`src/rtl/gpio_ctrl_pkg.sv`:
```
// Shared types and helpers for the GPIO pad bank controller.
// Interrupt type encoding and debounce counter sizing live here.
package gpio_ctrl_pkg;

    typedef enum logic [1:0] {
        INT_RISE = 2'b00,
        INT_FALL = 2'b01,
        INT_BOTH = 2'b10,
        INT_HIGH = 2'b11
    } int_type_e;

    localparam int DEB_LEN_DEF = 4;
    localparam int DEB_CNT_W   = $clog2(DEB_LEN_DEF);

    // Counter must hold values 0..len-1; never narrower than one bit.
    function automatic int deb_cnt_w(input int len);
        return (len < 2) ? 1 : $clog2(len);
    endfunction

    function automatic logic int_detect(input int_type_e kind, input logic cur, input logic prev);
        logic hit;
        case (kind)
            INT_RISE: hit = cur & ~prev;
            INT_FALL: hit = ~cur & prev;
            INT_BOTH: hit = cur ^ prev;
            default:  hit = cur;
        endcase
        return hit;
    endfunction

endpackage

```
`src/rtl/gpio_debounce.sv`:
```
// One pad's input path: two-flop synchroniser followed by a tick-driven
// debounce filter that only accepts a value held for DEB_LEN ticks.
module gpio_debounce
    import gpio_ctrl_pkg::*;
#(
    parameter int DEB_LEN = 4
) (
    input  logic clk_i,
    input  logic rst_n_i,
    input  logic pad_in_i,
    input  logic deb_en_i,
    input  logic tick_i,
    output logic in_o
);

    localparam int CNT_W = deb_cnt_w(DEB_LEN);

    logic             sync_p0;
    logic             sync_p1;
    logic             filt_q;
    logic             filt_d;
    logic [CNT_W-1:0] cnt_q;
    logic [CNT_W-1:0] cnt_d;

    // pad_in_i is asynchronous; sync_p1 is the first safe-to-use copy
    always_ff @(posedge clk_i or negedge rst_n_i) begin
        if (!rst_n_i) begin
            sync_p0 <= 1'b0;
            sync_p1 <= 1'b0;
            filt_q  <= 1'b0;
            cnt_q   <= '0;
        end else begin
            sync_p0 <= pad_in_i;
            sync_p1 <= sync_p0;
            filt_q  <= filt_d;
            cnt_q   <= cnt_d;
        end
    end

    always_comb begin
        filt_d = filt_q;
        cnt_d  = cnt_q;
        if (!deb_en_i) begin
            filt_d = sync_p1;
            cnt_d  = '0;
        end else if (sync_p1 == filt_q) begin
            cnt_d = '0;
        end else if (tick_i) begin
            if (cnt_q == CNT_W'(DEB_LEN - 1)) begin
                filt_d = sync_p1;
                cnt_d  = '0;
            end else begin
                cnt_d = cnt_q + CNT_W'(1);
            end
        end
    end

    assign in_o = filt_q;

endmodule

```
`src/rtl/gpio_pad_ctrl.sv`:
```
// GPIO bank controller: registered pad drive, per-pin filtered inputs,
// edge/level interrupt detection with sticky pending bits and a combined irq.
module gpio_pad_ctrl
    import gpio_ctrl_pkg::*;
#(
    parameter int NUM_PIN = 8,
    parameter int DIV_W   = 16,
    parameter int DEB_LEN = DEB_LEN_DEF
) (
    input  logic                   clk_i,
    input  logic                   rst_n_i,
    input  logic [NUM_PIN-1:0]     dir_i,
    input  logic [NUM_PIN-1:0]     out_i,
    input  logic [NUM_PIN-1:0]     pull_en_i,
    input  logic [NUM_PIN-1:0]     deb_en_i,
    input  logic [DIV_W-1:0]       deb_div_i,
    input  logic [NUM_PIN-1:0]     int_en_i,
    input  logic [2*NUM_PIN-1:0]   int_type_i,
    input  logic [NUM_PIN-1:0]     int_clr_i,
    output logic [NUM_PIN-1:0]     pad_out_o,
    output logic [NUM_PIN-1:0]     pad_oen_o,
    output logic [NUM_PIN-1:0]     pad_ren_o,
    input  logic [NUM_PIN-1:0]     pad_in_i,
    output logic [NUM_PIN-1:0]     in_o,
    output logic [NUM_PIN-1:0]     int_pend_o,
    output logic                   irq_o
);

    logic [DIV_W-1:0]   pre_cnt;
    logic [DIV_W-1:0]   pre_cnt_d;
    logic               tick;
    logic [NUM_PIN-1:0] in_d;
    logic [NUM_PIN-1:0] det;
    logic [NUM_PIN-1:0] pend_q;
    logic               irq_q;

    // Pad drive; reset forces every pad to high-Z without waiting for a clock
    always_ff @(posedge clk_i or negedge rst_n_i) begin
        if (!rst_n_i) begin
            pad_out_o <= '0;
            pad_oen_o <= '1;
            pad_ren_o <= '0;
        end else begin
            pad_out_o <= out_i;
            pad_oen_o <= ~dir_i;
            pad_ren_o <= pull_en_i;
        end
    end

    // A divisor lowered below the running count restarts at 0 with no tick
    always_comb begin
        tick      = (pre_cnt == deb_div_i);
        pre_cnt_d = pre_cnt + DIV_W'(1);
        if (pre_cnt >= deb_div_i) begin
            pre_cnt_d = '0;
        end
    end

    always_ff @(posedge clk_i or negedge rst_n_i) begin
        if (!rst_n_i) begin
            pre_cnt <= '0;
        end else begin
            pre_cnt <= pre_cnt_d;
        end
    end

    for (genvar g = 0; g < NUM_PIN; g++) begin : g_pin
        gpio_debounce #(
            .DEB_LEN (DEB_LEN)
        ) u_deb (
            .clk_i    (clk_i),
            .rst_n_i  (rst_n_i),
            .pad_in_i (pad_in_i[g]),
            .deb_en_i (deb_en_i[g]),
            .tick_i   (tick),
            .in_o     (in_o[g])
        );
    end

    always_comb begin
        det = '0;
        for (int i = 0; i < NUM_PIN; i++) begin
            det[i] = int_detect(int_type_e'(int_type_i[2*i +: 2]), in_o[i], in_d[i]);
        end
    end

    // Set beats clear, so a detect coinciding with int_clr_i is never lost
    always_ff @(posedge clk_i or negedge rst_n_i) begin
        if (!rst_n_i) begin
            in_d   <= '0;
            pend_q <= '0;
            irq_q  <= 1'b0;
        end else begin
            in_d   <= in_o;
            pend_q <= (pend_q & ~int_clr_i) | det;
            irq_q  <= |(pend_q & int_en_i);
        end
    end

    assign int_pend_o = pend_q;
    assign irq_o      = irq_q;

endmodule
```
`config.mk`:
```
export PLATFORM = sky130hd
export DESIGN_NAME = gpio_pad_ctrl
export DESIGN_NICKNAME = d
export VERILOG_FILES = /design/src/rtl/gpio_ctrl_pkg.sv /design/src/rtl/gpio_debounce.sv /design/src/rtl/gpio_pad_ctrl.sv
export SDC_FILE = /design/constraint.sdc
export NUM_CORES = 1
export LEC_CHECK = 0
export BUFFER_PORTS_ARGS = -buffer_cell sky130_fd_sc_hd__buf_2
export CORE_MARGIN = 4
export CORE_UTILIZATION = 52
export CTS_CLUSTER_DIAMETER = 80
export CTS_CLUSTER_SIZE = 30
export DETAILED_ROUTE_END_ITERATION = 10
export PLACE_DENSITY = 0.8
export SYNTH_ARGS = -nofsm -noshare
export SYNTH_HDL_FRONTEND = slang
export SYNTH_HIERARCHICAL = 1
export SYNTH_SLANG_ARGS = --single-unit
```
`constraint.sdc`:
```
create_clock -name clk_i -period 3.6 [get_ports clk_i]
set_clock_uncertainty 0.2 [all_clocks]
set_input_delay 0.54 -clock clk_i [delete_from_list [all_inputs] [get_ports clk_i]]
set_output_delay 0.54 -clock clk_i [all_outputs]
set_load 0.05 [all_outputs]
```
## Word level (Yosys, flattened, before mapping)

Index checks and enable logic that the tools add are counted.

- Add/subtract/negate cells: 9
- Order comparisons: 1
- Equal/unequal tests: 65
- Multiplexer cells: 73
- Bitwise logic cells: 45
- Reductions and logical operators: 17

Operators with widths:

| kind | count |
|---|---|
| 2-to-1 mux 2 bit | 32 |
| == test 2 bit, second input constant | 16 |
| 2-to-1 mux 1 bit | 32 |
| != test 2 x 1 -> 1 bit, second input constant | 16 |
| != test 3 x 1 -> 1 bit, second input constant | 8 |
| case mux 1 bit (3 select lines) | 8 |
| AND reduction 3 bit | 8 |
| adder 16 x 1 -> 16 bit, second input constant | 1 |
| adder 2 x 1 -> 2 bit, second input constant | 8 |
| bitwise AND 1 bit | 16 |
| bitwise AND 8 bit | 2 |
| == test 16 bit | 1 |
| == test 2 x 1 -> 1 bit, second input constant | 8 |
| >= comparator 16 bit | 1 |
| zero test 2 bit | 8 |
| 2-to-1 mux 16 bit | 1 |
| != test 2 bit, second input constant | 8 |
| NOT 1 bit | 16 |
| NOT 8 bit | 2 |
| == test 1 bit | 8 |
| bitwise OR 8 bit | 1 |
| OR reduction 8 bit | 1 |
| bitwise XOR 1 bit | 8 |

- Bits in registers: 97
- Input bits: 90
- Output and inout bits: 41
- Logic and storage cells: 249

## Logic depth before layout (Yosys ltp)

Gate-level depths: netlist of the first run.

- Depth in word-level cells: 5
- Gate-level depth with buffers: 7
- Mapped depth without buffers: 7

## By module

The synthesis of the first run kept the hierarchy.

By module, submodules not included:

| module | instances | cells each | area each (µm²) | seq. area each (µm²) |
|---|---|---|---|---|
| gpio_pad_ctrl | 1 | 260 | 2911.5 | 1436.4 |
| gpio_debounce | 8 | 15 | 211.5 | 125.1 |

## Worst setup path before layout of the first run

Ideal clock, no wire load.

- Path type: input-to-reg
- From: in deb_div_i[15]
- To: reg g_pin[0].u_deb.cnt_q[0]
- Arrival time: 3.139 ns
- Slack: 0.174 ns
- Stages on the path: 7
- Buffers on the path: 0
- Cell sequence: inv_1 > ha_1 > nand4_1 > or4_4 > nor2_1 > or3b_1 > a211oi_2

- Longest elaborated chain between the ends: 2

RTL lines:

| element | RTL line | RTL |
|---|---|---|
| from (decl) | gpio_pad_ctrl.sv:16 | `input logic [DIV_W-1:0] deb_div_i,` |
| == test 16 bit | gpio_pad_ctrl.sv:52 | `tick = (pre_cnt == deb_div_i);` |
| via tick | gpio_pad_ctrl.sv:31 | `logic tick;` |
| != test 3 x 1 -> 1 bit (no line) | - |  |
| to (signal assigned) | gpio_debounce.sv:36 | `cnt_q <= cnt_d;` |
| to (decl) | gpio_debounce.sv:22 | `logic [CNT_W-1:0] cnt_q;` |

The timed path passes the listed nets, and every way through them passes these cells.
A chain may end at the register's enable or synchronous reset.

## Final worst setup path of the first run

- From: reg pre_cnt[13]
- To: reg g_pin[7].u_deb.cnt_q[0]

- Longest elaborated chain between the ends: 2

RTL lines:

| element | RTL line | RTL |
|---|---|---|
| from (decl) | gpio_pad_ctrl.sv:29 | `logic [DIV_W-1:0] pre_cnt;` |
| from (signal assigned) | gpio_pad_ctrl.sv:63 | `pre_cnt <= pre_cnt_d;` |
| == test 16 bit | gpio_pad_ctrl.sv:52 |  |
| via tick | gpio_pad_ctrl.sv:31 |  |
| != test 3 x 1 -> 1 bit (no line) | - |  |
| to (signal assigned) | gpio_debounce.sv:36 |  |
| to (decl) | gpio_debounce.sv:22 |  |

The timed path passes the listed nets, and every way through them passes these cells.

==> results of run 1 <==
==> area by class of cell <==
type / count / share of cell area
Clock inverter: 7 / 0.0145
Multi-Input combinational cell: 221 / 0.343
Timing Repair Buffer: 135 / 0.123
Inverter: 58 / 0.0388
Sequential cell: 97 / 0.435
Clock buffer: 9 / 0.0221
Tap cell: 108 / 0.0241
==> power groups by stage <==
stage,Combinational (mW),Sequential (mW),Clock (mW)
finish,0.546,1.28,0.704
global route,0.606,1.30,0.779
CTS,0.553,1.28,0.729
detailed placement,0.551,1.30,0
global placement,0.531,1.29,0
floorplan,0.244,1.42,0
==> state kept, by name, summed over array words and instances, names as in the netlist <==
register and count:
pad_out_o 8, g_pin.u_deb/sync_p1 8, int_pend_o 8, in_d 8, pad_oen_o 8, irq_o 1
pre_cnt 16, g_pin.u_deb/in_o 8, g_pin.u_deb/sync_p0 8, g_pin.u_deb/cnt_q 16, pad_ren_o 8
==> final timing paths <==
path | slack (ps) | start | endpoint | cells after the start
worst min register to register | 150 | g_pin[2].u_deb/sync_p0 | g_pin[2].u_deb/sync_p1 | 0
worst min-delay path | 30 | rst_n_i | g_pin[6].u_deb/cnt_q[0] | 1
worst max-delay path | 810 | pre_cnt[13] | g_pin[7].u_deb/cnt_q[0] | 7
min in group clk_i | 70 | dir_i[3] | pad_oen_o[3] | 2
max in group asynchronous | 2370 | rst_n_i | pad_oen_o[6] | 2
worst max register to register | 810 | pre_cnt[13] | g_pin[7].u_deb/cnt_q[0] | 7
==> routing by layer <==
| layer | up-vias | wire length [um] | global-route usage |
|---|---|---|---|
| li1 | 1601 | - | - |
| met1 | 1599 | 3580 | 0.212 |
| met2 | 98 | 4590 | 0.304 |
| met3 | 5 | 689 | 0.0512 |
| met4 | 0 | 57 | 0.0454 |
| met5 | - | 0 | 0 |
==> cells in the mapped netlist (6+ instances only) <==
cell	instances
mux2_2	9
mux2i_1	20
nand2b_1	9
nor3_1	10
a21oi_1	6
o221ai_1	9
a21boi_0	8
inv_1	58
nor3_2	10
dfrtp_1	89
a211oi_2	8
or3b_1	8
nand2_1	17
o21ai_0	6
dfstp_2	8
nand4_1	10
ha_1	41
xnor2_1	10
xor2_1	8
==> through the flow <==
stage	std cells	power (mW)	cell area, um2	hold slack, ps	util
finish	635	2.53	5610	28.5	0.646
global route	635	2.68	5610	27.0	0.646
CTS	635	2.57	5610	43.4	0.646
detailed placement	619	1.86	5400	136	0.623
global placement	619	1.83	5400	133	0.623
floorplan	380	1.67	4600	44.4	-
==> kinds of logic (layout without fill, tap and decap cells) <==
logic type               count (synthesis)  count (layout)  share of synthesized area
AO/OA/AOI/OAI                           51              51                     0.0938
buffers and inverters                   62             209                     0.0533
multiplexers                            29              29                     0.0655
flip-flops                              97              97                      0.529
XOR/XNOR                                18              18                     0.0342
adder cells (fa/ha/maj)                 41              41                      0.111
AND/OR/NAND/NOR                         82              82                      0.112
==> key figures, run 1 <==
Setup path
  • Max stage delay on crit path: 590 ps
  • Critical path launch point type: flop
  • Crit path DAT: 2870 ps
  • Worst Path Buf+Inv: 1
  • CP endpoint kind: flop
  • CP cell instances: ha_1 -> nand4_1 -> or4_4 -> nor2_2 -> buf_4 -> or3b_1 -> a211oi_2
  • Crit Path Class: reg -> reg
  • CP top delay family: simple AND/OR/NAND/NOR gates
  • CP max stage cell: or4_4
  • CP max FO: 32
  • CP Data Required Time: 3680 ps

Worst hold path
  • Hold Path Class: in -> async

Route
  • Via count: 3,303
  • Via density: 5.20
  • Routed wire length: 8.92 mm
  • WL/cell: 14.0 um
  • Remaining DRCs: 0
  • Detailed Routing Iterations Pass 1: 4
  • Routed Antenna Nets: 0
  • Starting DRT DRC Count: 86

Clock network
  • CTS clk-pin slew, worst paths: 100 ps
  • Postcts setup bufs: 0
  • CTS tree: yes
  • Clk buf depth: 2
  • Hold Buf Count CTS: 0
  • H-tree lvl count: 3
  • Worst-Skew Late Latency: 360 ps
  • CTS sink count: 97
  • Root buffer cell: clkbuf_8
  • CTS Buf Count: 9
  • Post-CTS Resized: 0

Power
  • P_int: 1.66 mW
  • Clock share of power: 0.278
  • Static Leak: 2.88 nW
  • Power density over the cells: 451 nW/um2
  • Logic gate share of total power: 0.216
  • Reg power frac: 0.506
  • VDD IR max: 0.000241 V
  • Sw frac: 0.343
  • P_sw: 868 uW

Layout
  • Multi-input gate area: 1920 um2
  • N_diodes: 0
  • Layout cells sized above 1: 0.362
  • # nets final: 653
  • Most frequent cells in the layout: 129 x buf_2, 89 x dfrtp_1, 58 x inv_1
  • Fill cells: 712
  • Register Area: 2440 um2
  • Most common cell after layout, fill and taps aside: buf_2
  • Area grow syn2layout: 21.9%

Global route
  • Overflow after GRT: 0
  • Number of global-route vias before repair: 3,353
  • Initial antenna violation count: 0
  • Largest net degree at the start of global routing: 59
  • First-pass GRT wire length: 14.5 mm
  • Gr usage total: 0.174

Die
  • Die area: 10,400 um2
  • Core area: 8680 um2
  • Top Ports: 131
  • Std cell rows: 34
  • Chip height: 102 um
  • Initial Util: 0.530
  • Die width: 102 um

Timing
  • Final setup violation count: 0
  • Unrepaired setup endpoints after global routing: no
  • Fin crit period: 2790 ps
  • Fin crit share: 0.775
  • Fin. Hold Viols: 0
  • Maximum clock rate: 358 MHz
  • Setup tns final: 0 ps
  • Slew Viols, Final: 0
  • Final worst slack: 809 ps
  • Slew @ Worst Pin: 719 ps
  • Max-slew headroom: 0.521

Synth
  • Syn nets: 511
  • Synthesized flop and latch total: 97
  • Sequential-to-total area share from yosys stat: 0.529
  • Unique masters post-synth: 37
  • Top_reg_cell synth: dfrtp_1
  • Post-synth top area share: 0.484
  • Share of flip-flops with an asynchronous set or reset: 1.00
  • Syn Area/Cell: 12.1 um2
  • Gate Count Post-Synth: 380
  • Warnings from Yosys: 6
  • Area contributors post-synth: dfrtp_1 48%, ha_1 11%, inv_1 4.7%, dfstp_2 4.6%, mux2i_1 4.3%
  • Post-synth EDFFs: 0
  • Area leader, netlist: dfrtp_1
  • Synthesized area: 4600 um2

Flow run
  • Max_cap viols: 0

Place
  • IO buf count: 130
  • Gpl congestion: 0.811
  • HPWL Detailed: 6.90 mm
  • Post-Place Setup Slack: 576 ps

Status
  • Run status: finished, final reports clean
Note: power is estimated with default switching activity, not from simulation.
==> run 2: changes to the inputs <==
==> constraint.sdc (replaced) <==
create_clock -name clk_i -period 2.6 [get_ports clk_i]
set_clock_uncertainty 0.2 [all_clocks]
set_input_delay 0.39 -clock clk_i [delete_from_list [all_inputs] [get_ports clk_i]]
set_output_delay 0.39 -clock clk_i [all_outputs]
set_load 0.05 [all_outputs]
==> run 2 against run 1 <==
  * Sequential cell count did not move
  * Setup slack got worse by 790 ps
  * Register-to-register slack lost 790 ps
  * Non-clock buffer count grew 50
  * Worst hold slack better by 16 ps
  * Critical path type unchanged
  * Power rose by 43%
==> key figures, run 2 (synthesis gave the netlist of run 1 again) <==
Clock network
  • CTS tree: yes (unchanged)
  • Root buffer cell: clkbuf_8 (unchanged)
  • CTS sink count: 97 (unchanged)
  • CTS Buf Count: 9 (unchanged)
  • Clk buf depth: 2 (unchanged)
  • CTS clk-pin slew, worst paths: 100 ps (about the same)
  • H-tree lvl count: 3 (unchanged)
  • Worst-Skew Late Latency: 360 ps (about the same)

Setup path
  • R2r setup slk: 20 ps (was 810 ps)
  • Crit Path Class: reg -> reg (unchanged)
  • Critical path launch point type: flop (unchanged)
  • CP endpoint kind: flop (unchanged)
  • Max stage delay on crit path: 470 ps (was 590 ps)
  • CP cell instances: ha_1 -> nand4_1 -> or4_4 -> nor2_4 -> buf_12 -> or3b_4 -> a211oi_2 (was ha_1 -> nand4_1 -> or4_4 -> nor2_2 -> buf_4 -> or3b_1 -> a211oi_2)
  • CP max stage cell: or4_4 (unchanged)
  • Crit Reg-Reg Startpoint: pre_cnt[15] (was pre_cnt[13])
  • Reg2Reg Capture Point: g_pin[6].u_deb/cnt_q[0] (was g_pin[7].u_deb/cnt_q[0])
  • Crit path DAT: 2660 ps (was 2870 ps)
  • CP max FO: 8 (was 32)
  • CP Data Required Time: 2680 ps (was 3680 ps)
  • Worst reg-to-reg path cell count: 7 (unchanged)

Worst hold path
  • Min-delay src: int_clr_i[5]
  • Worst Hold Depth: 2
  • Hold endpoint: int_pend_o[5]
  • Hold Path Class: in -> reg (was in -> async)

Global route
  • First-pass GRT wire length: 15.5 mm (was 14.5 mm)
  • Largest net degree at the start of global routing: 42 (was 59)
  • Number of global-route vias before repair: 3,559 (was 3,353)
  • Gr usage total: 0.188 (was 0.174)
  • Initial antenna violation count: 0 (unchanged)
  • Overflow after GRT: 0 (unchanged)

Route
  • Routed wire length: 9.87 mm (was 8.92 mm)
  • Routed wl met3: 687 um (was 689 um)
  • Via count: 3,492 (was 3,303)
  • Via density: 5.10 (was 5.20)
  • Met1 WL: 3.92 mm (was 3.58 mm)
  • WL met2: 5.15 mm (was 4.59 mm)
  • Detailed Routing Iterations Pass 1: 4 (unchanged)
  • Starting DRT DRC Count: 99 (was 86)
  • Routed Antenna Nets: 0 (unchanged)
  • WL/cell: 14.4 um (was 14.0 um)
  • Remaining DRCs: 0 (unchanged)
  • Top sig layer: met4 (unchanged)

Place
  • Gpl congestion: 0.803 (was 0.811)
  • HPWL Detailed: 7.03 mm (was 6.90 mm)
  • Dpl cells: 627 (was 619)
  • IO buf count: 130 (unchanged)
  • Post-Place Setup Slack: -61.3 ps (was 576 ps)

Status
  • Run status: finished, final reports clean (unchanged)

Flow run
  • Max_cap viols: 0 (unchanged)

Timing
  • Fin crit share: 0.994 (was 0.775)
  • Final worst slack: 16.0 ps (was 809 ps)
  • Unrepaired setup endpoints after global routing: yes (was no)
  • Final setup violation count: 0 (unchanged)
  • Slew @ Worst Pin: 489 ps (was 719 ps)
  • Worst hold margin: 44.7 ps (was 28.5 ps)
  • Max-slew headroom: 0.674 (was 0.521)
  • Slew Viols, Final: 0 (unchanged)
  • Fin crit period: 2580 ps (was 2790 ps)
  • Fin. Hold Viols: 0 (unchanged)
  • Maximum clock rate: 387 MHz (was 358 MHz)

Die
  • Initial Util: 0.530 (unchanged)
  • Top Ports: 131 (unchanged)
  • Chip height: 102 um (unchanged)
  • Std cell rows: 34 (unchanged)
  • Die width: 102 um (unchanged)
  • Core area: 8680 um2 (unchanged)
  • Die area: 10,400 um2 (unchanged)

Layout
  • Most common cell after layout, fill and taps aside: buf_2 (unchanged)
  • Top flop regs: g_pin.u_deb/cnt_q: 16 flops, pre_cnt: 16 flops (unchanged)
  • Most frequent cells in the layout: 129 x buf_2, 89 x dfrtp_1, 58 x inv_1 (unchanged)
  • Non-Filler Instances: 685 (was 635)
  • N_diodes: 0 (unchanged)
  • # nets final: 703 (was 653)
  • Area grow syn2layout: 34.2% (was 21.9%)
  • Layout cells sized above 1: 0.367 (was 0.362)
  • Final core occ: 0.712 (was 0.646)
  • Fill cells: 641 (was 712)

Power
  • Static Leak: 3.12 nW (was 2.88 nW)
  • VDD IR max: 0.000394 V (was 0.000241 V)
  • Power density over the cells: 586 nW/um2 (was 451 nW/um2)
[run 2: changes by cell type in the layout (fill, tap and decap cells not counted), sizes merged]
cell         change
bufinv           +1
dlygate4sd3     +33
buf             +15
clkinv           -1
clkbuf           +2
[run 2: through the flow]
step	power [mW]	instance area, um2	setup TNS [ps]
CTS	3.66	6050	0
detailed placement	2.59	5510	-226
global route	3.82	6180	-570
global placement	2.55	5510	0
finish	3.62	6180	0
floorplan	2.31	4620	-11.2
[run 2: final cells by class]
| class | instances | area [um2] | share of cell area |
|---|---|---|---|
| Sequential cell | 97 | 2440 | 0.395 |
| Multi-Input combinational cell | 221 | 1970 | 0.319 |
| Timing Repair Buffer | 185 | 1210 | 0.196 |
| Inverter | 58 | 218 | 0.0353 |
| Tap cell | 108 | 135 | 0.0219 |
| Clock buffer | 9 | 124 | 0.0201 |
| Clock inverter | 7 | 85.1 | 0.0138 |
[run 2: layer usage]
| layer | up-vias | track usage |
|---|---|---|
| met5 | - | 0 |
| met4 | 0 | 0.0474 |
| met3 | 18 | 0.0526 |
| met2 | 113 | 0.333 |
| met1 | 1657 | 0.225 |
| li1 | 1704 | - |
[run 2: worst max-delay path by stage]
stage | startpoint | end | slack [ps]
after floorplan | pre_cnt[11] | g_pin[0].u_deb/cnt_q[0] | -1
after global routing | pre_cnt[15] | g_pin[6].u_deb/cnt_q[0] | -70
after detailed placement | deb_div_i[9] | g_pin[5].u_deb/cnt_q[0] | -60
after CTS | pre_cnt[15] | g_pin[7].u_deb/cnt_q[0] | 20
final | pre_cnt[15] | g_pin[6].u_deb/cnt_q[0] | 20
after global placement | deb_div_i[9] | g_pin[5].u_deb/cnt_q[0] | 40
[run 2: critical path, delay by kind of cell (launching register included)]
kind / cells / cell delay [ps]
adder cells (fa/ha/maj): 1 / 330
flip-flops: 1 / 420
AO/OA/AOI/OAI: 1 / 230
buffers and inverters: 1 / 140
AND/OR/NAND/NOR: 4 / 1180
[run 2: power by group]
| part | total (mW) | internal [mW] | switching, mW | leakage [nW] |
|---|---|---|---|---|
| sequential | 1.76 | 1.64 | 0.118 | 1.18 |
| clock | 1.02 | 0.464 | 0.557 | 0.106 |
| combinational | 0.838 | 0.327 | 0.510 | 1.83 |
| total | 3.62 | 2.43 | 1.19 | 3.12 |
[run 2: timing repair]
item                                    in CTS  in global routing
endpoints found under the setup margin       3                  8
pin swaps                                    0                  3
resized for setup                            0                  3
hold buffers                                33                  0
endpoints found under the hold margin       66                  0
cloned                                       0                  2
setup buffers                                1                  6
